## src/rtl/arith_codec_pkg.sv

```systemverilog
// Shared definitions for the arithmetic codec output path: ack FSM states,
// word geometry and the byte bit-reversal helper.
package arith_codec_pkg;

  localparam int CODEC_WORD_WIDTH = 32;
  localparam int WORD_BYTES       = CODEC_WORD_WIDTH / 8;
  localparam int NBYTES_W         = $clog2(WORD_BYTES + 1);

  typedef enum logic [1:0] {
    A_IDLE,
    A_ACK,
    A_REL
  } ack_state_e;

  function automatic logic [7:0] reverse_byte(input logic [7:0] b);
    logic [7:0] r;
    r = '0;
    for (int i = 0; i < 8; i++) begin
      r[i] = b[7-i];
    end
    return r;
  endfunction

endpackage

```

## src/rtl/arith_byte_unpacker.sv

```systemverilog
// Output register O: holds one word, shifts it out one byte per accepted
// transfer on a byte-wide AXI-Stream and counts bytes of the current stream.
module arith_byte_unpacker
  import arith_codec_pkg::*;
#(
  parameter int WORD_WIDTH  = 32,
  parameter int BIT_REVERSE = 0,
  parameter int CNT_WIDTH   = 32
) (
  input  logic                  clk,
  input  logic                  rstn,
  input  logic                  load,
  input  logic [WORD_WIDTH-1:0] load_data,
  input  logic [NBYTES_W-1:0]   load_nbytes,
  input  logic                  load_last,
  output logic                  empty,
  output logic [7:0]            m_tdata,
  output logic                  m_tvalid,
  input  logic                  m_tready,
  output logic                  m_tlast,
  output logic [CNT_WIDTH-1:0]  byte_count
);

  logic [WORD_WIDTH-1:0] word_q;
  logic [NBYTES_W-1:0]   rem_q;
  logic                  last_q;
  logic                  clear_q;
  logic                  fire;

  assign m_tvalid = (rem_q != '0);
  assign empty    = ~m_tvalid;
  assign fire     = m_tvalid & m_tready;
  assign m_tlast  = last_q & (rem_q == NBYTES_W'(1));
  assign m_tdata  = (BIT_REVERSE != 0) ? reverse_byte(word_q[7:0]) : word_q[7:0];

  // The current byte always sits in the low lane; shifting keeps the mux trivial.
  always_ff @(posedge clk or negedge rstn) begin
    if (!rstn) begin
      word_q <= '0;
      rem_q  <= '0;
      last_q <= 1'b0;
    end else if (load) begin
      word_q <= load_data;
      rem_q  <= load_nbytes;
      last_q <= load_last;
    end else if (fire) begin
      word_q <= word_q >> 8;
      rem_q  <= rem_q - NBYTES_W'(1);
    end
  end

  // The count shows the full stream length for one cycle after the tlast transfer.
  always_ff @(posedge clk or negedge rstn) begin
    if (!rstn) begin
      byte_count <= '0;
      clear_q    <= 1'b0;
    end else begin
      clear_q <= fire & m_tlast;
      if (fire) begin
        byte_count <= (clear_q ? {CNT_WIDTH{1'b0}} : byte_count) + CNT_WIDTH'(1);
      end else if (clear_q) begin
        byte_count <= '0;
      end
    end
  end

endmodule

```

## src/rtl/arithmetic_output_serializer.sv

```systemverilog
// Encoder-facing side: resultReady/readSuccess handshake, one-word hold register
// and the final/non-final decision that feeds the byte unpacker.
module arithmetic_output_serializer
  import arith_codec_pkg::*;
#(
  parameter int WORD_WIDTH  = 32,
  parameter int BIT_REVERSE = 0,
  parameter int CNT_WIDTH   = 32
) (
  input  logic                  clk,
  input  logic                  rstn,
  input  logic                  enc_result_ready,
  input  logic [WORD_WIDTH-1:0] enc_out,
  input  logic [1:0]            enc_last_valid_byte,
  input  logic                  enc_idle,
  output logic                  enc_read_success,
  output logic [7:0]            m_tdata,
  output logic                  m_tvalid,
  input  logic                  m_tready,
  output logic                  m_tlast,
  output logic [CNT_WIDTH-1:0]  byte_count,
  output logic                  ser_idle
);

  ack_state_e            state_q, state_d;
  logic                  h_valid;
  logic [WORD_WIDTH-1:0] h_data;
  logic [1:0]            h_lvb;
  logic                  capture, move, move_final;
  logic                  o_empty;
  logic [NBYTES_W-1:0]   move_nbytes;

  // A held word resolves only in A_IDLE; another resultReady wins over enc_idle.
  always_comb begin
    state_d    = state_q;
    capture    = 1'b0;
    move       = 1'b0;
    move_final = 1'b0;
    unique case (state_q)
      A_IDLE: begin
        if (h_valid) begin
          if (o_empty && enc_result_ready) begin
            move = 1'b1;
          end else if (o_empty && enc_idle) begin
            move       = 1'b1;
            move_final = 1'b1;
          end
        end else if (enc_result_ready) begin
          capture = 1'b1;
          state_d = A_ACK;
        end
      end
      A_ACK: begin
        if (!enc_result_ready) state_d = A_REL;
      end
      A_REL:   state_d = A_IDLE;
      default: state_d = A_IDLE;
    endcase
  end

  always_ff @(posedge clk or negedge rstn) begin
    if (!rstn) state_q <= A_IDLE;
    else       state_q <= state_d;
  end

  always_ff @(posedge clk or negedge rstn) begin
    if (!rstn) begin
      h_valid <= 1'b0;
      h_data  <= '0;
      h_lvb   <= '0;
    end else if (capture) begin
      h_valid <= 1'b1;
      h_data  <= enc_out;
      h_lvb   <= enc_last_valid_byte;
    end else if (move) begin
      h_valid <= 1'b0;
    end
  end

  assign enc_read_success = (state_q == A_ACK);
  assign ser_idle         = ~h_valid & o_empty & (state_q == A_IDLE);
  assign move_nbytes      = move_final ? (NBYTES_W'(h_lvb) + NBYTES_W'(1))
                                       : NBYTES_W'(WORD_BYTES);

  arith_byte_unpacker #(
    .WORD_WIDTH (WORD_WIDTH),
    .BIT_REVERSE(BIT_REVERSE),
    .CNT_WIDTH  (CNT_WIDTH)
  ) u_unpacker (
    .clk        (clk),
    .rstn       (rstn),
    .load       (move),
    .load_data  (h_data),
    .load_nbytes(move_nbytes),
    .load_last  (move_final),
    .empty      (o_empty),
    .m_tdata    (m_tdata),
    .m_tvalid   (m_tvalid),
    .m_tready   (m_tready),
    .m_tlast    (m_tlast),
    .byte_count (byte_count)
  );

endmodule
```

## config.mk

```make
export PLATFORM = sky130hd
export DESIGN_NAME = arithmetic_output_serializer
export DESIGN_NICKNAME = d
export VERILOG_FILES = /design/src/rtl/arith_codec_pkg.sv /design/src/rtl/arith_byte_unpacker.sv /design/src/rtl/arithmetic_output_serializer.sv
export SDC_FILE = /design/constraint.sdc
export NUM_CORES = 1
export LEC_CHECK = 0
export BUFFER_PORTS_ARGS = -buffer_cell sky130_fd_sc_hd__buf_2
export CAP_MARGIN = 10
export CORE_AREA = 2 2 108 163
export CTS_CLUSTER_SIZE = 20
export DETAILED_ROUTE_END_ITERATION = 10
export DIE_AREA = 0 0 110 165
export GPL_ROUTABILITY_DRIVEN = 0
export PLACE_DENSITY = 0.48
export SETUP_SLACK_MARGIN = 0.15
export SLEW_MARGIN = 20
export SYNTH_ARGS = -nofsm -noshare
export SYNTH_HDL_FRONTEND = slang
export SYNTH_HIERARCHICAL = 1
export SYNTH_SLANG_ARGS = --single-unit
```

## constraint.sdc

```tcl
create_clock -name clk -period 3.05 [get_ports clk]
set_clock_uncertainty 0.15 [all_clocks]
set_input_delay 0.61 -clock clk [delete_from_list [all_inputs] [get_ports clk]]
set_output_delay 0.61 -clock clk [all_outputs]
set_load 0.01 [all_outputs]
```

==> reports/summary.md, run 1 <==
The area growth from synthesis to layout was 17.8%. The tools report the number of distinct library cell variants in the gate-level netlist after synthesis as 44. Count of endpoints failing hold in the final timing report: 0. Setup violations remaining at the end of the flow were counted as 0. The worst path needs 2640 ps of the cycle, external delays included.

The cell-internal power is 0.00316 W. The core region is 0.0166 mm^2. The number of core rows is 58, and the standard cell area after detailed placement is 0.00554 mm^2. The clock reaches the later pin of the worst-skew pair after 340 ps.

The wire length reported by the detailed router came out at 11000 um. Worst reg2reg path startpoint: u_unpacker/byte_count[0]. Sort of element at the end of the critical path: a primary output. The first global-routing pass estimated 18100 um of wire. The critical path is of the flop to primary output type. VDD sags by at most 0.375 mV. The tools report the number of design-rule violations left by the first detailed-router iteration as 181. Switching share of power: 0.331. For the length of routed wiring on met1, the log shows 4750 um.

In this run the critical register-to-register path is captured at u_unpacker/byte_count[26]. The tools report the final core utilization as 0.351. After detailed routing, the met2 layer carries 5710 um of wire. Counting every net in the synthesized netlist gives 485. Summed over all layers, the global routing overflow is 0.

The worst setup path is launched from a flop. Leaving out fill and tap cells, the most frequent cell in the layout is sky130_fd_sc_hd__dfrtp_1. For this design the ratio of total power to cell area is 809 mW/mm^2. The tree is rooted in a sky130_fd_sc_hd__clkbuf_16. The number of setup buffers added after CTS is 0. The tools report the accumulated negative setup slack as 0 ps. The flow ran to the end, and the final reports show no timing, DRC or antenna violations. Dividing the detail-routed wire length by the instance count gives 15.1 um.

After synthesis the netlist holds a flip-flop and latch count of 106. The final route contains 3408 vias. The logs give 0 for the number of inserted diodes and 3 for the number of levels the H-tree was split into. The maximum clock path buffer count was 2. The pin slew with the least headroom to its limit works out to 714 ps. The run gives 2290 ps as the data required time of the critical path. The share of post-route cells with drive strength above 1 came out at 0.293.

For the critical path arrival, the log shows 1880 ps. The run gives 0.239 as the clock share of power. Averaged over all synthesized cells, the footprint is 11.2 um^2.

For the initial antenna violation count, the log shows 0. TritonCTS built the clock tree. Entering global routing, the biggest net connects 57 pins.

The highest routing layer actually used was met4. The switching component of the power was 0.00156 W; the post-route antenna net violation count was 0. The part of the total power dissipated in combinational logic is 0.281. The worst-case headroom to the max-slew limit came out at 0.519. The most used flip-flop cell after synthesis is sky130_fd_sc_hd__dfrtp_1. The share of flip-flops with an asynchronous set or reset came out at 1.00. Max-cap violations in this run came to 0.

The first detailed-routing pass ran for 4 iterations. In the routed design, unresolved DRC markers number 0. The die is 165 um tall. The highest net fanout along the worst path is 9, and the worst reg2reg path depth is 7.

Across all register-to-register paths, the minimum setup slack is 530 ps. The final worst-path cycle share is 0.865. Summed over all cells, the static leakage comes to 2.73 nW.

Setup repair after global routing left no endpoint under its margin. CTS saw 106 sinks. After routing the design area is 0.00583 mm^2. The number of instances in the synthesized netlist was 441. The library cells used most frequently in the layout, excluding fill and tap cells, are sky130_fd_sc_hd__dfrtp_1, sky130_fd_sc_hd__buf_2, sky130_fd_sc_hd__nand2_1. The count of synthesis-stage warnings from yosys is 6, and the cell area after technology mapping is 0.00495 mm^2. At the end of the flow, the number of nets in the layout was 558. Number of flops mapped to enable cells by yosys: 0. Dividing the detail-routed via count by the number of cells gives 4.67. The filler cells instantiated in the layout total 1708. The floorplan die area is 0.0182 mm^2. The overall track demand over capacity in global routing is 0.128. The type of the worst min-delay path was primary input to async pin. The tools report the relative contribution of sequential cells to total power as 0.480. The initial core utilization was 0.298; the post-CTS clock slew at the launch and capture registers of the worst setup and hold paths was 80 ps. The logs give 0.536 for the sequential area share after synthesis and 3508 for the number of global-route vias before repair. From left edge to right edge, the die measures 110 um. Summed over all nets, wire length on met3 after detailed routing comes to 424 um. The half-perimeter wire length after detailed placement is 7830 um, and the max-slew violation total from the final report is 0. The quantity of I/O buffers inserted on ports came out at 82.

In this run, post-CTS repair resized a total of 0 instances. In this run the count of I/O pins placed on the die edge is 83. Number of buffers added to fix hold violations after cts: 0. The run gives 379 MHz as the upper clock frequency limit. The tools report the TritonCTS buffer count as 9.
[state kept, by name, summed over array words and instances, names as in the netlist]
name                   flops
h_data                    32
u_unpacker/byte_count     32
u_unpacker/word_q         32
u_unpacker/rem_q           3
h_lvb                      2
state_q                    2
h_valid                    1
u_unpacker/clear_q         1
u_unpacker/last_q          1
[layer usage]
metal / up-vias / track usage
met3: 6 / 0.0225
met5: - / 0
met4: 0 / 0.0351
met1: 1663 / 0.162
met2: 75 / 0.223
li1: 1664 / -
[power groups by stage]
stage	Sequential (W)	Clock (W)	Combinational, W
2_1_floorplan	0.00222	0	0.000988
3_3_place_gp	0.00229	0	0.00131
3_5_place_dp	0.00231	0	0.00135
4_1_cts	0.00228	0.00117	0.00135
5_1_grt	0.00235	0.00123	0.00150
6_report	0.00226	0.00113	0.00133
[area by class of cell]
class                           instances  area [um^2]  area share
Sequential cell                       106         2650       0.455
Timing Repair Buffer                   89          490      0.0841
Multi-Input combinational cell        303         2120       0.363
Inverter                                5         18.8     0.00322
Tap cell                              210          263      0.0451
Clock buffer                           11          253      0.0433
Clock inverter                          5         35.0     0.00601
[per-stage QoR]
stage / hold WS [ps] / total power (W) / instances / setup slack, ps
2_1_floorplan: 164 / 0.00321 / 441 / 525
3_3_place_gp: 316 / 0.00361 / 713 / 589
3_5_place_dp: 319 / 0.00366 / 713 / 554
4_1_cts: 34.1 / 0.00480 / 729 / 321
5_1_grt: 42.4 / 0.00509 / 729 / 256
6_report: 30.9 / 0.00472 / 729 / 410
[worst max path at each step]
| stage | startpoint | to | slack [ps] | cells after the start |
|---|---|---|---|---|
| 2_1_floorplan | u_unpacker/clear_q | u_unpacker/byte_count[26] | 520 | 10 |
| 3_3_place_gp | u_unpacker/rem_q[0] | u_unpacker/word_q[25] | 590 | 9 |
| 3_5_place_dp | u_unpacker/byte_count[0] | u_unpacker/byte_count[26] | 550 | 7 |
| 4_1_cts | u_unpacker/rem_q[0] | ser_idle | 320 | 6 |
| 5_1_grt | u_unpacker/rem_q[0] | ser_idle | 260 | 6 |
| 6_report | u_unpacker/rem_q[0] | ser_idle | 410 | 6 |
[Yosys cell counts, drive strengths merged, types with 2 or more instances]
cell type / instances / area share
dfrtp: 106 / 0.54
nand2: 58 / 0.044
mux2: 38 / 0.086
o21ai: 37 / 0.037
nor2: 26 / 0.020
mux2i: 24 / 0.049
buf: 16 / 0.026
xnor2: 16 / 0.028
nor2b: 12 / 0.015
and3: 11 / 0.014
clkbuf: 11 / 0.0083
xor2: 11 / 0.019
nand3: 10 / 0.010
nand4: 9 / 0.013
nor3: 8 / 0.0081
nor4: 6 / 0.013
or3: 6 / 0.0086
ha: 5 / 0.013
inv: 5 / 0.0038
nand2b: 4 / 0.0051
a21oi: 3 / 0.0030
nand3b: 3 / 0.0045
nor4b: 3 / 0.011
and4: 2 / 0.0035
[logic make-up (layout without fill, tap and decap cells)]
family,after synthesis,count (layout),synth area share
xor+xnor,27,27,0.0478
buf+inv,32,110,0.0382
fa+ha+maj,5,5,0.0126
flops,106,106,0.536
mux,62,62,0.135
simple gates,167,167,0.187
compound gates,42,42,0.0437
[worst max-delay path: stages, from the launching register on]
cell	delay (ps)
sky130_fd_sc_hd__dfrtp_1	410
sky130_fd_sc_hd__inv_1	90
sky130_fd_sc_hd__ha_1	130
sky130_fd_sc_hd__or2b_4	270
sky130_fd_sc_hd__inv_2	150
sky130_fd_sc_hd__nor4b_1	300
sky130_fd_sc_hd__buf_2	200
(Power assumes the default switching activity.)
==> run 2, diff against run 1 <==
==> constraint.sdc (replaced) <==
create_clock -name clk -period 2.64 [get_ports clk]
set_clock_uncertainty 0.15 [all_clocks]
set_input_delay 0.528 -clock clk [delete_from_list [all_inputs] [get_ports clk]]
set_output_delay 0.528 -clock clk [all_outputs]
set_load 0.01 [all_outputs]
==> run 2 against run 1 <==
- sequential power is 16% higher
- critical path depth unchanged
- non-clock buffer count increased by 4
- worst setup slack got worse by 130 ps
- first-iteration DRC count is 34% lower
==> reports/summary.md, run 2 (synthesis gave the netlist of run 1 again) <==
For this block, the initial DRC count from the detailed router was 120. Data on the critical path arrives at its endpoint at 1680 ps. Summed over all nets, the half-perimeter wirelength after detailed placement is 7670 um.

The die is 110 um wide. STA puts the critical path data required time at 1960 ps. For the global route total overflow, the log shows 0.

Input and output buffers added on the ports amount to 82. The tools report the fill cell instance count of the final layout as 1720. The maximum number of pins on one net before global-route repair was 107. For the count of endpoints failing hold in the final timing report, the log shows 0. Pre-CTS worst setup slack: 337 ps. Overall die height: 165 um.

The worst setup path is captured at a primary output. In this run the count of I/O pins placed on the die edge is 83. The detailed-route DRC error count is 0. Type of the worst setup path: flop to primary output. The max-slew violation total from the final report is 0.

The detailed-route via count came out at 3443. From synthesis to final layout, the design area changed by 19.7%. The clock passes through at most 2 buffers. The total power density per cell area was 943 mW/mm^2. The pin slew with the least headroom to its limit came out at 594 ps. The tools report the worst reg2reg path startpoint as u_unpacker/clear_q. The tools report the total of endpoints with negative setup slack in the final report as 0. The logs give 1 for the initial antenna violation count and 562 for the number of nets in the layout. The final worst-path cycle share works out to 0.894.

Hold timing on the final database bottoms out at a slack of 84.3 ps. After clock tree synthesis, the flow added hold-fix buffers numbering 0. The logs give 716 for the number of placed instances, taps included and 0.0166 mm^2 for the core area. In the final routed layout, each cell accounts on average for 15.0 um. For the floorplan die area, the log shows 0.0182 mm^2.

Critical path launch point type: a flop. The number of levels the H-tree was split into is 3, and the post-CTS clock slew at the launch and capture registers of the worst setup and hold paths is 80 ps. The number of antenna diodes in the final layout is 0. The largest registers in the layout are h_data: 32 flops, u_unpacker/byte_count: 32 flops, u_unpacker/word_q: 32 flops. For the global-route wire length before repair, the log shows 17900 um. The worst register-to-register path ends at u_unpacker/byte_count[28]. In this run the static leakage power is 2.77 nW. The worst register-to-register path has a depth of 7. The share of post-route cells with drive strength above 1 was 0.308.

In the layout the commonest cells are sky130_fd_sc_hd__dfrtp_1, sky130_fd_sc_hd__buf_2, sky130_fd_sc_hd__nand2_1. The final core utilization was 0.356; the clock latency of the later-clocked register in the worst-skew pair was 350 ps. The number of clock buffers added by TritonCTS is 9. Number of global-route vias before repair: 3535.

In this run the core area contains 58 standard-cell rows. For this design, the sink count on the clock tree is 106. The library cell used most frequently in the layout, excluding fill and tap cells, is sky130_fd_sc_hd__dfrtp_1. The cell sitting at the root of the clock tree is a sky130_fd_sc_hd__clkbuf_16. The most critical setup path has its endpoint at ser_idle. TritonCTS built the clock tree.

The run gives 0 as the number of max-capacitance violations reported. The run gives 0.128 as the overall track demand over capacity in global routing. The via count normalized by instance count works out to 4.70. For this run, the detailed router's first-pass iteration total came to 4. The count of nets left with antenna violations once routing finished came out at 0. The worst-case IR drop observed on VDD is 0.433 mV.

For this run, the number of standard cells in the final layout without fillers is 733. The flow ran to the end, and the final reports show no timing, DRC or antenna violations. Across all register-to-register paths, the minimum setup slack is 340 ps.

The most critical setup path has its startpoint at u_unpacker/rem_q[0]. The minimum clock period after layout came out at 2360 ps. Along the worst path, the maximum fanout reaches 9. The worst-case headroom to the max-slew limit is 0.604, and the wire length reported by the detailed router is 11000 um.

Setup slack on the critical path of the routed design comes to 280 ps. Setup repair after global routing left no endpoint under its margin. For the upper clock frequency limit, the log shows 424 MHz. The accumulated negative setup slack is 0 ps, and the initial core utilization is 0.298. The type of the worst min-delay path was primary input to async pin.
[run 2: changes by cell type in the layout (fill, tap and decap cells not counted), sizes merged]
cell      before  now
buf           89   93
bufinv         0    1
clkbuf        11    9
clkinv         2    1
clkinvlp       1    2
inv            7    8
[run 2: timing repair]
item | 4_1_cts | 5_1_grt
endpoints found under the setup margin | 1 | 1
gates resized for setup | 3 | 4
buffers inserted | 0 | 1
[run 2: final cells by class]
class,instances,area [um^2],share of cell area
Sequential cell,106,2650,0.448
Clock inverter,7,85.1,0.0144
Multi-Input combinational cell,303,2140,0.361
Clock buffer,9,225,0.0380
Tap cell,210,263,0.0444
Timing Repair Buffer,93,533,0.0900
Inverter,5,26.3,0.00444
[run 2: power by group]
group          internal, W  leakage, nW  total [W]  switching [W]
registers          0.00220         1.36    0.00263       0.000428
logic             0.000784         1.26    0.00156       0.000773
clock network     0.000755        0.146    0.00140       0.000647
[run 2: how the worst min path moves through the flow]
stage                           from  depth (start not counted)                         to  slack, ps
after floorplan                 rstn                          0                  h_data[0]         80
after CTS                       rstn                          2  u_unpacker/byte_count[31]        120
final                           rstn                          2  u_unpacker/byte_count[31]         80
after detailed placement   h_data[7]                          2       u_unpacker/word_q[7]        320
after global placement    h_data[21]                          2      u_unpacker/word_q[21]        310
after global routing            rstn                          2  u_unpacker/byte_count[28]        130
[run 2: layer usage]
metal,GRT usage,vias up,share of wire
met5,0,-,0
met4,0.0501,0,0.019
met3,0.0264,13,0.043
met2,0.229,71,0.53
met1,0.146,1691,0.41
li1,-,1668,-
[run 2: critical path, stage by stage, from the launching register on]
cell and delay (ps):
sky130_fd_sc_hd__dfrtp_1 410, sky130_fd_sc_hd__inv_2 70, sky130_fd_sc_hd__ha_1 120, sky130_fd_sc_hd__or2b_4 290
sky130_fd_sc_hd__inv_8 90, sky130_fd_sc_hd__nor4b_4 190, sky130_fd_sc_hd__buf_2 170
[run 2: per-stage QoR]
stage                     cell area, um^2  total power, W
final                                5920         0.00559
after global placement               5580         0.00418
after global routing                 5920         0.00602
after floorplan                      4960         0.00371
after detailed placement             5580         0.00423
after CTS                            5910         0.00569
==> run 3, diff against run 2 <==
--- a/config.mk
+++ b/config.mk
@@ -7,10 +7,10 @@
 export LEC_CHECK = 0
 export BUFFER_PORTS_ARGS = -buffer_cell sky130_fd_sc_hd__buf_2
 export CAP_MARGIN = 10
-export CORE_AREA = 2 2 108 163
+export CORE_AREA = 2 2 152 117
 export CTS_CLUSTER_SIZE = 20
 export DETAILED_ROUTE_END_ITERATION = 10
-export DIE_AREA = 0 0 110 165
+export DIE_AREA = 0 0 154 119
 export GPL_ROUTABILITY_DRIVEN = 0
 export PLACE_DENSITY = 0.48
 export SETUP_SLACK_MARGIN = 0.15
==> run 3 against run 2 <==
- global-route usage fell by 0.34 points
- clock power barely moved
- sequential share of layout area fell by 0.50 points
- via count fell by 0.81%
- routed wire length rose by 2.2%
- die area rose by 0.97%
- critical path type unchanged
- critical endpoint unchanged
- highest routed layer unchanged
==> reports/summary.md, run 3 (synthesis gave the netlist of run 1 again) <==
The flow ran to the end, and the final reports show no timing, DRC or antenna violations. The width of the chip works out to 154 um. The number of max-capacitance violations reported was 0. CTS placed an instance of sky130_fd_sc_hd__clkbuf_16 at the clock tree root. The number of global-route vias before repair was 3393.

Once placement completed, the tool counted placed cells totaling 726. The number of design-rule violations left by the first detailed-router iteration is 173. The tightest min-delay check is of the primary input to async pin type.

The highest net fanout along the worst path is 6. The accumulated negative setup slack was 0 ps; the maximum clock path buffer count was 2. The library cells used most frequently in the layout, excluding fill and tap cells, are sky130_fd_sc_hd__dfrtp_1, sky130_fd_sc_hd__buf_2, sky130_fd_sc_hd__nand2_1. The critical path arrival was 1720 ps. The clock period could shrink to 2400 ps. TritonCTS created 9 clock buffers. Setup violations remaining at the end of the flow were counted as 0. Setup repair after global routing left no endpoint under its margin. The initial core utilization is 0.290. For this block, the routed nets add up to 11200 um of wire.

Across all layers, the routed design uses 3415 vias. In this run the power density over the cells is 952 mW/mm^2. Summed over all nets, the half-perimeter wirelength after detailed placement is 7770 um.

In the routed design, unresolved DRC markers number 0. STA classifies the critical path startpoint as a flop. Number of inserted diodes: 0. Compared with the post-synthesis result, the final layout area differs by 21.0%.

The clock latency of the later-clocked register in the worst-skew pair came out at 350 ps. The tools report the post-route antenna net violation count as 0. The number of core rows is 42, and the pin slew with the least headroom to its limit is 588 ps.

The max-slew violation total from the final report is 0, and the worst voltage drop across the vdd grid is 0.334 mV. The number of sinks handled by clock tree synthesis was 106. The first detailed-routing pass ran for 4 iterations. The largest registers in the layout are h_data: 32 flops, u_unpacker/byte_count: 32 flops, u_unpacker/word_q: 32 flops. 83 I/O pins were placed. The floorplan step set the die height to 119 um. The initial antenna violation count is 0, and the routed wire length per instance is 15.0 um. The global route total overflow came out at 0. The global-route wire length before repair is 17900 um. The tools report the number of standard cells in the layout, taps in and fillers out as 747.

The worst-case headroom to the max-slew limit is 0.608. The core region is 0.0171 mm^2. The analysis attributes to cell leakage a power of 2.79 nW. The sort of element at the end of the critical path was a primary output.

The quantity of I/O buffers inserted on ports was 82; the final worst-path cycle share was 0.909. Entering global routing, the biggest net connects 71 pins. The run gives 0.124 as the overall track demand over capacity in global routing. The run gives 566 as the number of nets in the layout.

TritonCTS built the clock tree. Buffers inserted to repair hold after CTS numbered 0. The share of post-route cells with drive strength above 1 is 0.313.

The upper clock frequency limit was 417 MHz; the post-CTS clock slew at the launch and capture registers of the worst setup and hold paths was 70 ps. The count of endpoints failing hold in the final timing report is 0. The most common cell after layout, fill and taps aside was sky130_fd_sc_hd__dfrtp_1. The data required time of the critical path is 1960 ps, and the number of levels the H-tree was split into is 3. Using the TritonRoute via totals, the vias-per-cell ratio works out to 4.57.

The worst reg2reg path depth works out to 9. The critical path is of the flop to primary output type. The die covers 0.0183 mm^2.
## run 3: cell types whose count changed in the layout (fill, tap and decap cells not counted), sizes merged
cell,previous run,this run
buf,93,97
bufinv,1,2
clkbuf,9,10
inv,8,6
## run 3: area by class of cell
class                   instances  area (um^2)
clock buffers                  10          229
fillers                      1717        11100
flip-flops and latches        106         2650
inverters                       5         26.3
multi-input cells             303         2140
clock inverters                 6         88.8
well taps                     220          275
repair buffers                 97          576
## run 3: worst max-delay path, stage by stage (launching register included)
cell                      delay [ps]
sky130_fd_sc_hd__dfrtp_1         420
sky130_fd_sc_hd__inv_2            70
sky130_fd_sc_hd__ha_1            130
sky130_fd_sc_hd__or2b_4          300
sky130_fd_sc_hd__inv_8            80
sky130_fd_sc_hd__nor4b_4         200
sky130_fd_sc_hd__buf_2           180
## run 3: per-layer routing
metal  vias up  track usage  routed length [um]
met5         -            0                   0
met4         0       0.0397                 166
met3        12       0.0335                 353
met2        50        0.186                4990
met1      1678        0.176                5720
li1       1675            -                   -
## run 3: through the flow
stage                     worst slack [ps]  total power (W)   util  area, um^2  hold WS, ps
after floorplan                        160          0.00371      -        4960         82.4
after global placement                 352          0.00420  0.328        5610          316
after detailed placement               273          0.00426  0.328        5610          318
after CTS                              155          0.00574  0.348        5940         52.5
after global routing                   143          0.00611  0.351        5990         69.7
final                                  241          0.00570  0.351        5990         40.4
## run 3: where the power goes
part           switching, W  internal, W  total, W
Sequential         0.000436      0.00220   0.00264
Combinational      0.000807     0.000828   0.00163
Clock              0.000596     0.000833   0.00143
Total               0.00184      0.00386   0.00570
## run 3: path summary, 6_finish.rpt
kind,startpoint,endpoint,slack [ps]
hold reg to reg,h_data[28],u_unpacker/word_q[28],330
setup reg to reg,u_unpacker/rem_q[0],u_unpacker/byte_count[21],290
setup / recovery,u_unpacker/rem_q[0],ser_idle,240
hold / removal,rstn,u_unpacker/byte_count[9],40
max in group asynchronous,rstn,u_unpacker/word_q[4],1590
min in group clk,enc_out[29],h_data[29],250
## run 3: repair_timing
action | CTS | global route
gates resized for setup | 3 | 5
hold endpoints to repair | 0 | 0
setup endpoints to repair | 1 | 2
setup buffers | 0 | 5
